**src/rtl/mem_port_arbiter_if.sv**
```systemverilog
// Bundle of the fetch port, load/store port and memory bus seen by mem_port_arbiter.
// The slave modport is the arbiter's view; master is the CPU/memory environment's view.
interface mem_port_arbiter_if #(
    parameter int unsigned ADDR_W = 32,
    parameter int unsigned DATA_W = 32
);
    // Fetch port
    logic              if_req;
    logic [ADDR_W-1:0] if_addr;
    logic              if_ack;
    // Load/store port
    logic              ls_req;
    logic              ls_we;
    logic [ADDR_W-1:0] ls_addr;
    logic [DATA_W-1:0] ls_wdata;
    logic              ls_ack;
    // Shared read-data return
    logic [DATA_W-1:0] rd_data;
    // Memory bus
    logic [ADDR_W-1:0] mem_addr;
    logic              mem_rw;
    logic [DATA_W-1:0] mem_wdata;
    logic [DATA_W-1:0] mem_rdata;
    logic              busy;

    modport slave (
        input  if_req, if_addr, ls_req, ls_we, ls_addr, ls_wdata, mem_rdata,
        output if_ack, ls_ack, rd_data, mem_addr, mem_rw, mem_wdata, busy
    );

    modport master (
        output if_req, if_addr, ls_req, ls_we, ls_addr, ls_wdata, mem_rdata,
        input  if_ack, ls_ack, rd_data, mem_addr, mem_rw, mem_wdata, busy
    );
endinterface

```
**src/rtl/mem_port_arbiter.sv**
```systemverilog
// Arbitrates the single-port memory between instruction fetch and load/store.
// Each access runs IDLE -> ACCESS -> DONE; all outputs are registered. Data accesses
// win collisions until MAX_DATA_RUN consecutive data grants have starved fetch.
module mem_port_arbiter #(
    parameter int unsigned ADDR_W       = 32,
    parameter int unsigned DATA_W       = 32,
    parameter int unsigned RD_LAT       = 1,
    parameter int unsigned MAX_DATA_RUN = 4
) (
    input  logic              Clk,
    input  logic              Reset,
    mem_port_arbiter_if.slave bus
);

    localparam int unsigned CNT_W = (RD_LAT > 1) ? $clog2(RD_LAT) : 1;
    localparam int unsigned RUN_W = (MAX_DATA_RUN > 0) ? $clog2(MAX_DATA_RUN + 1) : 1;

    localparam logic [CNT_W-1:0] RdCntInit = CNT_W'(RD_LAT - 1);
    localparam logic [RUN_W-1:0] RunMax    = RUN_W'(MAX_DATA_RUN);

    typedef enum logic [1:0] {StIdle, StAccess, StDone} state_e;

    state_e            state_q, state_d;
    logic [CNT_W-1:0]  cnt_q, cnt_d;
    logic [RUN_W-1:0]  run_q, run_d;
    logic              grant_if_q, grant_if_d;
    logic              if_ack_q, if_ack_d;
    logic              ls_ack_q, ls_ack_d;
    logic [DATA_W-1:0] rd_data_q, rd_data_d;
    logic [ADDR_W-1:0] mem_addr_q, mem_addr_d;
    logic              mem_rw_q, mem_rw_d;
    logic [DATA_W-1:0] mem_wdata_q, mem_wdata_d;
    logic              busy_q, busy_d;

    // Next-state: arbitration in IDLE, latency countdown in ACCESS, single ack cycle in DONE.
    always_comb begin
        logic pick_data;
        pick_data   = 1'b0;
        state_d     = state_q;
        cnt_d       = cnt_q;
        run_d       = run_q;
        grant_if_d  = grant_if_q;
        if_ack_d    = 1'b0;
        ls_ack_d    = 1'b0;
        rd_data_d   = rd_data_q;
        mem_addr_d  = mem_addr_q;
        mem_rw_d    = mem_rw_q;
        mem_wdata_d = mem_wdata_q;

        unique case (state_q)
            StIdle: begin
                mem_rw_d = 1'b1;
                if (bus.if_req || bus.ls_req) begin
                    // Data wins a collision unless fetch has already waited MAX_DATA_RUN grants.
                    pick_data = bus.ls_req && !(bus.if_req && (run_q == RunMax));
                    state_d   = StAccess;
                    if (pick_data) begin
                        grant_if_d  = 1'b0;
                        mem_addr_d  = bus.ls_addr;
                        mem_rw_d    = !bus.ls_we;
                        mem_wdata_d = bus.ls_wdata;
                        cnt_d       = bus.ls_we ? '0 : RdCntInit;
                        if (!bus.if_req) begin
                            run_d = '0;
                        end else if (run_q != RunMax) begin
                            run_d = run_q + RUN_W'(1);
                        end
                    end else begin
                        grant_if_d = 1'b1;
                        mem_addr_d = bus.if_addr;
                        cnt_d      = RdCntInit;
                        run_d      = '0;
                    end
                end
            end
            StAccess: begin
                if (cnt_q == '0) begin
                    // mem_rw_q still tells us whether this access is a read.
                    if (mem_rw_q) begin
                        rd_data_d = bus.mem_rdata;
                    end
                    if (grant_if_q) begin
                        if_ack_d = 1'b1;
                    end else begin
                        ls_ack_d = 1'b1;
                    end
                    mem_rw_d = 1'b1;
                    state_d  = StDone;
                end else begin
                    cnt_d = cnt_q - CNT_W'(1);
                end
            end
            StDone: begin
                state_d = StIdle;
            end
            default: begin
                state_d  = StIdle;
                mem_rw_d = 1'b1;
            end
        endcase

        busy_d = (state_d != StIdle);
    end

    // State and registered outputs; reset aborts any access in flight without an ack.
    always_ff @(posedge Clk or negedge Reset) begin
        if (!Reset) begin
            state_q     <= StIdle;
            cnt_q       <= '0;
            run_q       <= '0;
            grant_if_q  <= 1'b0;
            if_ack_q    <= 1'b0;
            ls_ack_q    <= 1'b0;
            rd_data_q   <= '0;
            mem_addr_q  <= '0;
            mem_rw_q    <= 1'b1;
            mem_wdata_q <= '0;
            busy_q      <= 1'b0;
        end else begin
            state_q     <= state_d;
            cnt_q       <= cnt_d;
            run_q       <= run_d;
            grant_if_q  <= grant_if_d;
            if_ack_q    <= if_ack_d;
            ls_ack_q    <= ls_ack_d;
            rd_data_q   <= rd_data_d;
            mem_addr_q  <= mem_addr_d;
            mem_rw_q    <= mem_rw_d;
            mem_wdata_q <= mem_wdata_d;
            busy_q      <= busy_d;
        end
    end

    assign bus.if_ack    = if_ack_q;
    assign bus.ls_ack    = ls_ack_q;
    assign bus.rd_data   = rd_data_q;
    assign bus.mem_addr  = mem_addr_q;
    assign bus.mem_rw    = mem_rw_q;
    assign bus.mem_wdata = mem_wdata_q;
    assign bus.busy      = busy_q;

endmodule

```
**src/flat_wrapper.sv**
```systemverilog
// flat-port wrapper written by rule: the top's interface ports become plain ports
module mem_port_arbiter_flat 
#(
    parameter int unsigned ADDR_W       = 32,
    parameter int unsigned DATA_W       = 32,
    parameter int unsigned RD_LAT       = 1,
    parameter int unsigned MAX_DATA_RUN = 4
)
  (Clk, Reset, bus_if_req, bus_if_addr, bus_ls_req, bus_ls_we, bus_ls_addr, bus_ls_wdata, bus_mem_rdata, bus_if_ack, bus_ls_ack, bus_rd_data, bus_mem_addr, bus_mem_rw, bus_mem_wdata, bus_busy);
  mem_port_arbiter_if #(.ADDR_W(ADDR_W), .DATA_W(DATA_W)) bus_i ();
  input  logic Clk;
  input  logic Reset;
  input wire logic [$bits(bus_i.if_req)-1:0] bus_if_req;
  input wire logic [$bits(bus_i.if_addr)-1:0] bus_if_addr;
  input wire logic [$bits(bus_i.ls_req)-1:0] bus_ls_req;
  input wire logic [$bits(bus_i.ls_we)-1:0] bus_ls_we;
  input wire logic [$bits(bus_i.ls_addr)-1:0] bus_ls_addr;
  input wire logic [$bits(bus_i.ls_wdata)-1:0] bus_ls_wdata;
  input wire logic [$bits(bus_i.mem_rdata)-1:0] bus_mem_rdata;
  output wire logic [$bits(bus_i.if_ack)-1:0] bus_if_ack;
  output wire logic [$bits(bus_i.ls_ack)-1:0] bus_ls_ack;
  output wire logic [$bits(bus_i.rd_data)-1:0] bus_rd_data;
  output wire logic [$bits(bus_i.mem_addr)-1:0] bus_mem_addr;
  output wire logic [$bits(bus_i.mem_rw)-1:0] bus_mem_rw;
  output wire logic [$bits(bus_i.mem_wdata)-1:0] bus_mem_wdata;
  output wire logic [$bits(bus_i.busy)-1:0] bus_busy;
  assign bus_i.if_req = bus_if_req;
  assign bus_i.if_addr = bus_if_addr;
  assign bus_i.ls_req = bus_ls_req;
  assign bus_i.ls_we = bus_ls_we;
  assign bus_i.ls_addr = bus_ls_addr;
  assign bus_i.ls_wdata = bus_ls_wdata;
  assign bus_i.mem_rdata = bus_mem_rdata;
  assign bus_if_ack = bus_i.if_ack;
  assign bus_ls_ack = bus_i.ls_ack;
  assign bus_rd_data = bus_i.rd_data;
  assign bus_mem_addr = bus_i.mem_addr;
  assign bus_mem_rw = bus_i.mem_rw;
  assign bus_mem_wdata = bus_i.mem_wdata;
  assign bus_busy = bus_i.busy;
  mem_port_arbiter #(.ADDR_W(ADDR_W), .DATA_W(DATA_W), .RD_LAT(RD_LAT), .MAX_DATA_RUN(MAX_DATA_RUN)) u_core (.Clk(Clk), .Reset(Reset), .bus(bus_i));
endmodule
```
**config.mk**
```make
export PLATFORM = sky130hd
export DESIGN_NAME = mem_port_arbiter_flat
export DESIGN_NICKNAME = d
export VERILOG_FILES = /design/src/rtl/mem_port_arbiter_if.sv /design/src/rtl/mem_port_arbiter.sv /design/src/flat_wrapper.sv
export SDC_FILE = /design/constraint.sdc
export NUM_CORES = 1
export LEC_CHECK = 0
export CORE_MARGIN = 2
export CORE_UTILIZATION = 35
export CTS_CLUSTER_SIZE = 12
export DETAILED_ROUTE_END_ITERATION = 8
export MAX_ROUTING_LAYER = met4
export PLACE_DENSITY = 0.8
export SETUP_SLACK_MARGIN = 0.3
export SLEW_MARGIN = 5
export SYNTH_ARGS = -nofsm -noshare
export SYNTH_HDL_FRONTEND = slang
export SYNTH_SLANG_ARGS = --single-unit
```
**constraint.sdc**
```tcl
create_clock -name Clk -period 1.6 [get_ports Clk]
set_input_delay 0.32 -clock Clk [delete_from_list [all_inputs] [get_ports Clk]]
set_output_delay 0.32 -clock Clk [all_outputs]
set_load 0.01 [all_outputs]
```
Yosys cells after proc, flatten, opt, wreduce, memory -nomap -nowiden. Index checks and enable logic that the tools add are counted.

Flip-flop bits (word level): 107. Input port bits: 133. Output and inout port bits: 100. Logic and storage cells: 57.

Add/subtract/negate cells: 2. Equality and inequality tests: 7. Muxes and demuxes: 21. Bitwise gates (word level): 2. Reductions and logical operators: 14.

Operator list (number): $mux W32 (1); $mux W1 (12); $mux W3 (3); $reduce_and A3 Y1 (3); $ne A3 B3 Y1 const B (2); $reduce_and A2 Y1 (3); $mux W2 (2); $pmux W2 S2 (1); $reduce_bool A2 Y1 (2); $add A3 B1 Y3 const B (1); $eq A3 B3 Y1 const B (1); $pmux W1 S3 (1); $eq A2 B1 Y1 const B (1); $eq A2 B2 Y1 const B (1); $logic_and A1 B1 Y1 (2); $logic_not A1 Y1 (2); $logic_not A2 Y1 (1); $ne A2 B1 Y1 const B (1); $ne A2 B2 Y1 const B (1); $not A1 Y1 (2); $pmux W1 S2 (1); $logic_or A1 B1 Y1 (1); $sub A1 B1 Y1 const B (1).

Logic depth before layout (Yosys ltp). Gate-level depths: netlist (run 1).

Depth in word-level cells: 7. Gate-level depth with buffers: 7. Mapped depth without buffers: 5.

Worst setup path after synthesis (run 1). No wires, ideal clock.

Kind: flip-flop to flip-flop. Start: register u_core.run_q[0]. End: register u_core.mem_addr_q[0], in the netlist u_core.bus.mem_addr[0]. Library setup time: 0.126 ns. Arrival time: 1.464 ns. Required time: 1.474 ns. Path slack: 0.010 ns. Cell stages (with the launch flop): 8. Path buffers: 2. Period minus slack after synthesis: 1.590 ns. Cell sequence: dfrtp_1 -> inv_1 -> ha_1 -> nand2_2 -> o211a_1 -> buf_6 -> buf_6 -> a221o_1.

Cells in the longest elaborated chain, start to end: 5.

RTL lines: start, declared (RTL line mem_port_arbiter.sv:25) `logic [RUN_W-1:0] run_q, run_d;`; start signal, assigned (RTL line mem_port_arbiter.sv:122) `run_q <= run_d;`; $eq A3 B3 Y1 (RTL line mem_port_arbiter.sv:55) `pick_data = bus.ls_req && !(bus.if_req && (run_q == RunMax));`; $logic_and A1 B1 Y1 (RTL line mem_port_arbiter.sv:55); $logic_not A1 Y1 (RTL line mem_port_arbiter.sv:55); $logic_and A1 B1 Y1 (RTL line mem_port_arbiter.sv:55); $mux W32 (RTL line mem_port_arbiter.sv:57) `if (pick_data) begin`; end signal, assigned (RTL line mem_port_arbiter.sv:127) `mem_addr_q <= mem_addr_d;`; end, declared (RTL line mem_port_arbiter.sv:30) `logic [ADDR_W-1:0] mem_addr_q, mem_addr_d;`.

No other way between the ends. A chain may end at the register's enable or synchronous reset.

Worst setup path in the final report (run 1).
Start: register u_core.run_q[0]. End: register u_core.mem_addr_q[28], in the netlist u_core.bus.mem_addr[28].

The elaborated chain is that of the path after synthesis.

==> impl_metrics.json, run 1 <==
{
  "status": "complete, but fails checks",
  "violations": "setup timing",
  "end_kind": "flip-flop",
  "cts_buffers": 9,
  "fp.dieArea_sq_mm": 0.01310,
  "crit_arrival_ns": 1.86,
  "slew_violations": 0,
  "grt_max_degree": 45,
  "synth_fa_ha_area_share_pct": 0.5858,
  "synth_flop_cell": "dfrtp_1",
  "switching_power_w": 0.004679,
  "synth_top_family_by_area": "multiplexers",
  "h-tree-depth": 3,
  "cts_root_buf": "clkbuf_16",
  "clkPwrFrac_pct": 15.6,
  "synthTopCellsByCount": "dfrtp_1, mux2_2, a21boi_0, a221o_1",
  "finClkSkew_ns": 0.006902,
  "post-dp-hpwl_microns": 9004,
  "netlist.area_leader.share_pct": 61.51,
  "tritoncts": "yes",
  "syn_area_per_cell_sq_um": 15.26,
  "firstDrtPassIters": 4,
  "critPathRequiredTime_ns": 1.86,
  "startpoint": "u_core.run_q[0]",
  "yosysMostFrequentCell": "dfrtp_1",
  "power_density_mw_per_mm2": 1932,
  "synth-async-reset-ratio_pct": 100.0,
  "synthSimpleGateAreaFrac_pct": 1.260,
  "yosysTopAreaCell": "dfrtp_1",
  "synth_edf_count": 0,
  "drt_wl_total_microns": 13330,
  "grt_setup_unrepaired": "true",
  "drive_above_1_share_pct": 40.37,
  "place_congestion": 0.8377,
  "nets": 675,
  "timing.rr.start": "u_core.run_q[0]",
  "path_class": "flip-flop to flip-flop",
  "die_x_microns": 114.5,
  "vias_per_cell": 5.035,
  "antenna_cells": 0,
  "setup_viol": 1,
  "synthToLayoutAreaGrowth_pct": 69.71,
  "io_pins": 233,
  "cp-start-kind": "flip-flop",
  "synth_compound_area_share_pct": 15.08,
  "row_count": 40,
  "power_leakage_nw": 3.333,
  "drc": 0,
  "switching_share_pct": 33.41,
  "syn_nets": 415,
  "via_count": 3484,
  "yosysUniqueCellTypes": 27,
  "drtAntennaViolNets": 0,
  "synth_mux_area_share_pct": 16.87,
  "coreArea_sq_mm": 0.01196,
  "ys_seq_elements": 106,
  "power_frac_comb_pct": 50.3,
  "grt-ovfl-total": 0,
  "clock_path_buffers": 2,
  "slew_headroom_pct": 77.92,
  "port_buffers": 232,
  "cts.sinks": 106,
  "tightest_slew_ns": 0.3312,
  "p_seq_share_pct": 34.1,
  "fin_crit_sh_pct": 100.1,
  "synth_area_sq_mm": 0.004272,
  "tns_ns": -0.002169,
  "grt_pass1_wl_microns": 19510,
  "dieHeight_microns": 114.5,
  "grtUsageTotal_pct": 19.89,
  "ys_warn_count": 0,
  "worst_slack_ns": -0.002169,
  "dpl_worst_slack_ns": -0.2886,
  "fillers": 968,
  "netlist_instances": 280,
  "initial_core_util_pct": 35.71,
  "avgRoutedWirePerCell_microns": 19.26,
  "grt_antenna_before_repair": 0,
  "grt_pass1_vias": 3765,
  "cp_max_fo": 17,
  "hold_viol": 0,
  "finalCriticalPeriod_ns": 1.602,
  "synth_xor_area_share_pct": 0.2050,
  "internal-power_w": 0.009327,
  "ir_drop_uv": 1034,
  "synthTopCellsByArea": "dfrtp_1, mux2_2, a221o_1",
  "yosysSeqAreaShare_pct": 62.13,
  "clock_latency_ns": 0.34,
  "clkTransAtPathRegs_ns": 0.07,
  "max_cap_viol_count": 0,
  "fmax_mhz": 624.2,
  "hold_path.class": "input pin to async pin",
  "drt-initial-drc-count": 199
}
## what timing repair did
action / CTS / global route
hold buffers: 1 / 0
resized for setup: 269 / 110
hold endpoints to repair: 21 / 0
endpoints found under the setup margin: 200 / 176
gates cloned: 4 / 4
pin swaps: 2 / 4
setup buffers: 7 / 5
## layer usage
layer  vias to the layer above  global-route usage, %  part of all wire (%)
met4                         0                  6.423                   1.8
met3                        23                  4.817                   6.1
li1                       1567                      -                     -
met2                       148                  33.69                    52
met5                         -                      -                     0
met1                      1746                  23.36                    40
## cells in the final DEF (no fill, tap or decap), types with 3 or more instances in the layout
cell type	Yosys	layout
a21boi_0	32	32
buf_6	6	10
clkbuf_2	0	51
buf_12	0	8
mux2_2	64	31
clkdlybuf4s50_1	0	131
buf_2	3	32
buf_16	0	3
clkdlybuf4s15_2	0	4
mux2_4	0	33
dfrtp_1	105	104
buf_4	6	12
clkdlybuf4s15_1	0	12
clkbuf_8	0	5
a221o_1	32	32
inv_2	1	3
clkbuf_16	0	11
## kinds of logic after synthesis
family                   after synthesis
XOR/XNOR                               1
AO/OA/AOI/OAI                         72
flip-flops                           106
buffers and inverters                 25
AND/OR/NAND/NOR                       10
multiplexers                          64
adder cells (fa/ha/maj)                2
## final cells by class
class	instances	area [sq um]	share of cell area (%)
Inverter	5	21.27	0.2934
Multi-Input combinational cell	150	1659	22.89
Clock buffer	15	297.8	4.108
Timing Repair Buffer	268	2427	33.48
Tap cell	147	183.9	2.537
Clock inverter	1	5.005	0.06904
Sequential cell	106	2655	36.62
## worst max-delay path: stages (launching register included)
cell and delay (ns):
dfrtp_1 0.39, inv_2 0.09, ha_4 0.14, nand2_4 0.06, a2111oi_4 0.28, buf_4 0.21
buf_12 0.16, a221o_1 0.19
## state kept, by name (all words and copies together) (netlist names)
register,count
u_core.bus.rd_data,32
u_core.bus.ls_ack,1
u_core.bus.mem_addr,32
u_core.bus.busy,1
u_core.bus.mem_rw,1
u_core.state_q,2
u_core.bus.if_ack,1
u_core.bus.mem_wdata,32
u_core.run_q,3
u_core.grant_if_q,1
## path summary, 6_finish.rpt
| check | end | slack, ns | cells past startpoint |
|---|---|---|---|
| min in group Clk | u_core.bus.ls_ack | 0.46 | 1 |
| worst max register to register | u_core.bus.mem_addr[28] | -0.002 | 7 |
| max in group asynchronous | u_core.bus.mem_rw | 0.58 | 3 |
| worst min-delay path | u_core.bus.mem_addr[22] | 0.42 | 2 |
| worst max-delay path | u_core.bus.mem_addr[28] | -0.002 | 7 |
| worst min register to register | u_core.bus.ls_ack | 0.46 | 1 |
## through the flow
step | area (sq um) | util [%] | hold slack [ns] | power, W | instances
after floorplan | 4323 | - | 0.02441 | 0.007967 | 280
after global routing | 7249 | 60.61 | 0.4562 | 0.01482 | 692
after CTS | 7393 | 61.81 | 0.4186 | 0.01394 | 683
final | 7249 | 60.61 | 0.4233 | 0.01401 | 692
after detailed placement | 6864 | 57.38 | 0.2428 | 0.01163 | 655
after global placement | 6864 | 57.38 | 0.2437 | 0.01140 | 655
## power by group through the flow
| stage | combinational (W) | clock, W | sequential [W] |
|---|---|---|---|
| after floorplan | 0.00264 | 0 | 0.00532 |
| after global placement | 0.00669 | 0 | 0.00471 |
| after detailed placement | 0.00687 | 0 | 0.00476 |
| after CTS | 0.00695 | 0.00225 | 0.00475 |
| after global routing | 0.00752 | 0.00236 | 0.00493 |
| final | 0.00704 | 0.00219 | 0.00477 |
Power figures use the tool's default switching activity.
==> run 2: changes to the inputs <==
--- a/config.mk
+++ b/config.mk
@@ -7,11 +7,12 @@
 export LEC_CHECK = 0
 export CORE_MARGIN = 2
 export CORE_UTILIZATION = 35
+export CTS_CLUSTER_DIAMETER = 80
 export CTS_CLUSTER_SIZE = 12
 export DETAILED_ROUTE_END_ITERATION = 8
 export MAX_ROUTING_LAYER = met4
 export PLACE_DENSITY = 0.8
-export SETUP_SLACK_MARGIN = 0.3
+export SETUP_SLACK_MARGIN = 0.02
 export SLEW_MARGIN = 5
 export SYNTH_ARGS = -nofsm -noshare
 export SYNTH_HDL_FRONTEND = slang
==> constraint.sdc (replaced) <==
create_clock -name Clk -period 1.6 [get_ports Clk]
set_input_delay 0.16 -clock Clk [delete_from_list [all_inputs] [get_ports Clk]]
set_output_delay 0.16 -clock Clk [all_outputs]
set_load 0.01 [all_outputs]
==> impl_metrics.json, run 2 (synthesized netlist as in run 1, its figures left out) <==
{
  "crit_arrival_ns": 1.85,
  "finClkSkew_ns": 0.006733,
  "grt-ovfl-total": 0,
  "tightest_slew_ns": 0.4440,
  "hold_viol": 0,
  "grt_pass1_wl_microns": 18730,
  "internal-power_w": 0.009949,
  "hold_path.class": "input pin to async pin",
  "cp_cell_sequence": "inv_2 > ha_4 > nand2_4 > o211a_4 > clkbuf_16 > mux2_4",
  "power_frac_comb_pct": 52.6,
  "worst_slack_ns": -0.01537,
  "finalCriticalPeriod_ns": 1.615,
  "cts_buffers": 9,
  "tritoncts": "yes",
  "io_pins": 233,
  "die_x_microns": 114.5,
  "clkTransAtPathRegs_ns": 0.07,
  "rr_worst_depth": 6,
  "antenna_cells": 0,
  "fin_crit_sh_pct": 101.0,
  "row_count": 40,
  "avgRoutedWirePerCell_microns": 19.70,
  "drc": 0,
  "post-dp-hpwl_microns": 8562,
  "cts_root_buf": "clkbuf_16",
  "slew_violations": 0,
  "initial_core_util_pct": 35.71,
  "clock_path_buffers": 2,
  "switching_power_w": 0.004564,
  "firstDrtPassIters": 4,
  "nets": 671,
  "fmax_mhz": 619.1,
  "h-tree-depth": 3,
  "timing.rr.start": "u_core.run_q[0]",
  "placed_area_sq_mm": 0.006847,
  "layout_common_cells": "clkdlybuf4s50_1, dfrtp_1, mux2_2",
  "drtAntennaViolNets": 0,
  "reg2reg_to": "u_core.bus.mem_wdata[0]",
  "power_leakage_nw": 3.181,
  "cp-start-kind": "flip-flop",
  "ff2ff_setup_slack_ns": -0.02,
  "cts.sinks": 106,
  "slew_headroom_pct": 70.40,
  "critPathSlowestCell": "dfrtp_1",
  "coreArea_sq_mm": 0.01196,
  "critPathRequiredTime_ns": 1.83,
  "utilization_pct": 62.93,
  "cp_max_fo": 8,
  "final_common_cell": "clkdlybuf4s50_1",
  "fp.dieArea_sq_mm": 0.01310,
  "switching_share_pct": 31.45,
  "synthToLayoutAreaGrowth_pct": 76.22,
  "end_kind": "flip-flop",
  "grt_antenna_before_repair": 0,
  "grt_max_degree": 40,
  "design_area_sq_mm": 0.007527,
  "clock_latency_ns": 0.35,
  "violations": "setup timing",
  "hold_slack_ns": 0.3257,
  "drt_wl_total_microns": 13560,
  "max_cap_viol_count": 0,
  "power_density_mw_per_mm2": 1928,
  "port_buffers": 232,
  "grtUsageTotal_pct": 19.13,
  "dieHeight_microns": 114.5,
  "ir_drop_uv": 1087,
  "grt_setup_unrepaired": "true",
  "finalPower_w": 0.01451,
  "drive_above_1_share_pct": 22.74,
  "tns_ns": -0.07034,
  "place_congestion": 0.8265,
  "status": "complete, but fails checks",
  "p_seq_share_pct": 32.9,
  "clkPwrFrac_pct": 14.5,
  "setup_viol": 11,
  "slowest_delay_ns": 0.39,
  "grt_pass1_vias": 3676,
  "vias_per_cell": 5.145,
  "path_class": "flip-flop to flip-flop",
  "via_count": 3540,
  "drt-initial-drc-count": 160
}
run 2: final cells by class:
cell class	instances	area, sq um
Fill cell	917	4434
Clock inverter	3	15.01
Inverter	5	18.77
Tap cell	147	183.9
Clock buffer	13	260.3
Multi-Input combinational cell	150	1598
Timing Repair Buffer	264	2796
Sequential cell	106	2655
run 2: worst max-delay path by stage:
stage / slack (ns) / cells after the start / end / start
floorplan: 0.02 / 7 / u_core.bus.mem_addr[0] / u_core.run_q[0]
global placement: -0.07 / 4 / u_core.bus.mem_wdata[14] / bus_ls_req
detailed placement: -0.09 / 6 / u_core.bus.mem_addr[30] / bus_if_req
CTS: -0.02 / 6 / u_core.bus.mem_addr[17] / u_core.run_q[0]
global route: -0.07 / 6 / u_core.bus.mem_wdata[0] / u_core.run_q[0]
finish: -0.02 / 6 / u_core.bus.mem_wdata[0] / u_core.run_q[0]
run 2: timing repair:
item                                   4_1_cts  5_1_grt
hold buffers                                 1        0
setup endpoints to repair                   65       66
resized for setup                            4       31
pin swaps                                    7        7
setup buffers                                0        5
endpoints found under the hold margin       29        0
cloned                                       1       11
run 2: power by group through the flow:
stage                     combinational [W]  clock (W)  sequential (W)
after floorplan                     0.00257          0         0.00531
after global placement              0.00662          0         0.00470
after detailed placement            0.00676          0         0.00477
after CTS                           0.00691    0.00214         0.00474
after global routing                0.00808    0.00227         0.00492
final                               0.00763    0.00210         0.00478
run 2: worst max-delay path, delay by kind of cell, from the launching register on:
family / cells / cell delay, ns
AND/OR/NAND/NOR: 1 / 0.07
buffers and inverters: 2 / 0.28
AO/OA/AOI/OAI: 1 / 0.33
multiplexers: 1 / 0.30
flip-flops: 1 / 0.39
adder cells (fa/ha/maj): 1 / 0.13
run 2: through the flow:
step           instances  setup WS, ns
2_1_floorplan        280       0.02043
3_3_place_gp         654      -0.06939
3_5_place_dp         654      -0.09084
4_1_cts              672      -0.02451
5_1_grt              688      -0.06719
6_report             688      -0.01537
run 2: metal layers:
layer | routed length, microns | track usage (%)
met5 | 0 | -
met1 | 5339 | 22.49
met3 | 820 | 4.976
met2 | 6976 | 30.89
met4 | 420 | 8.699
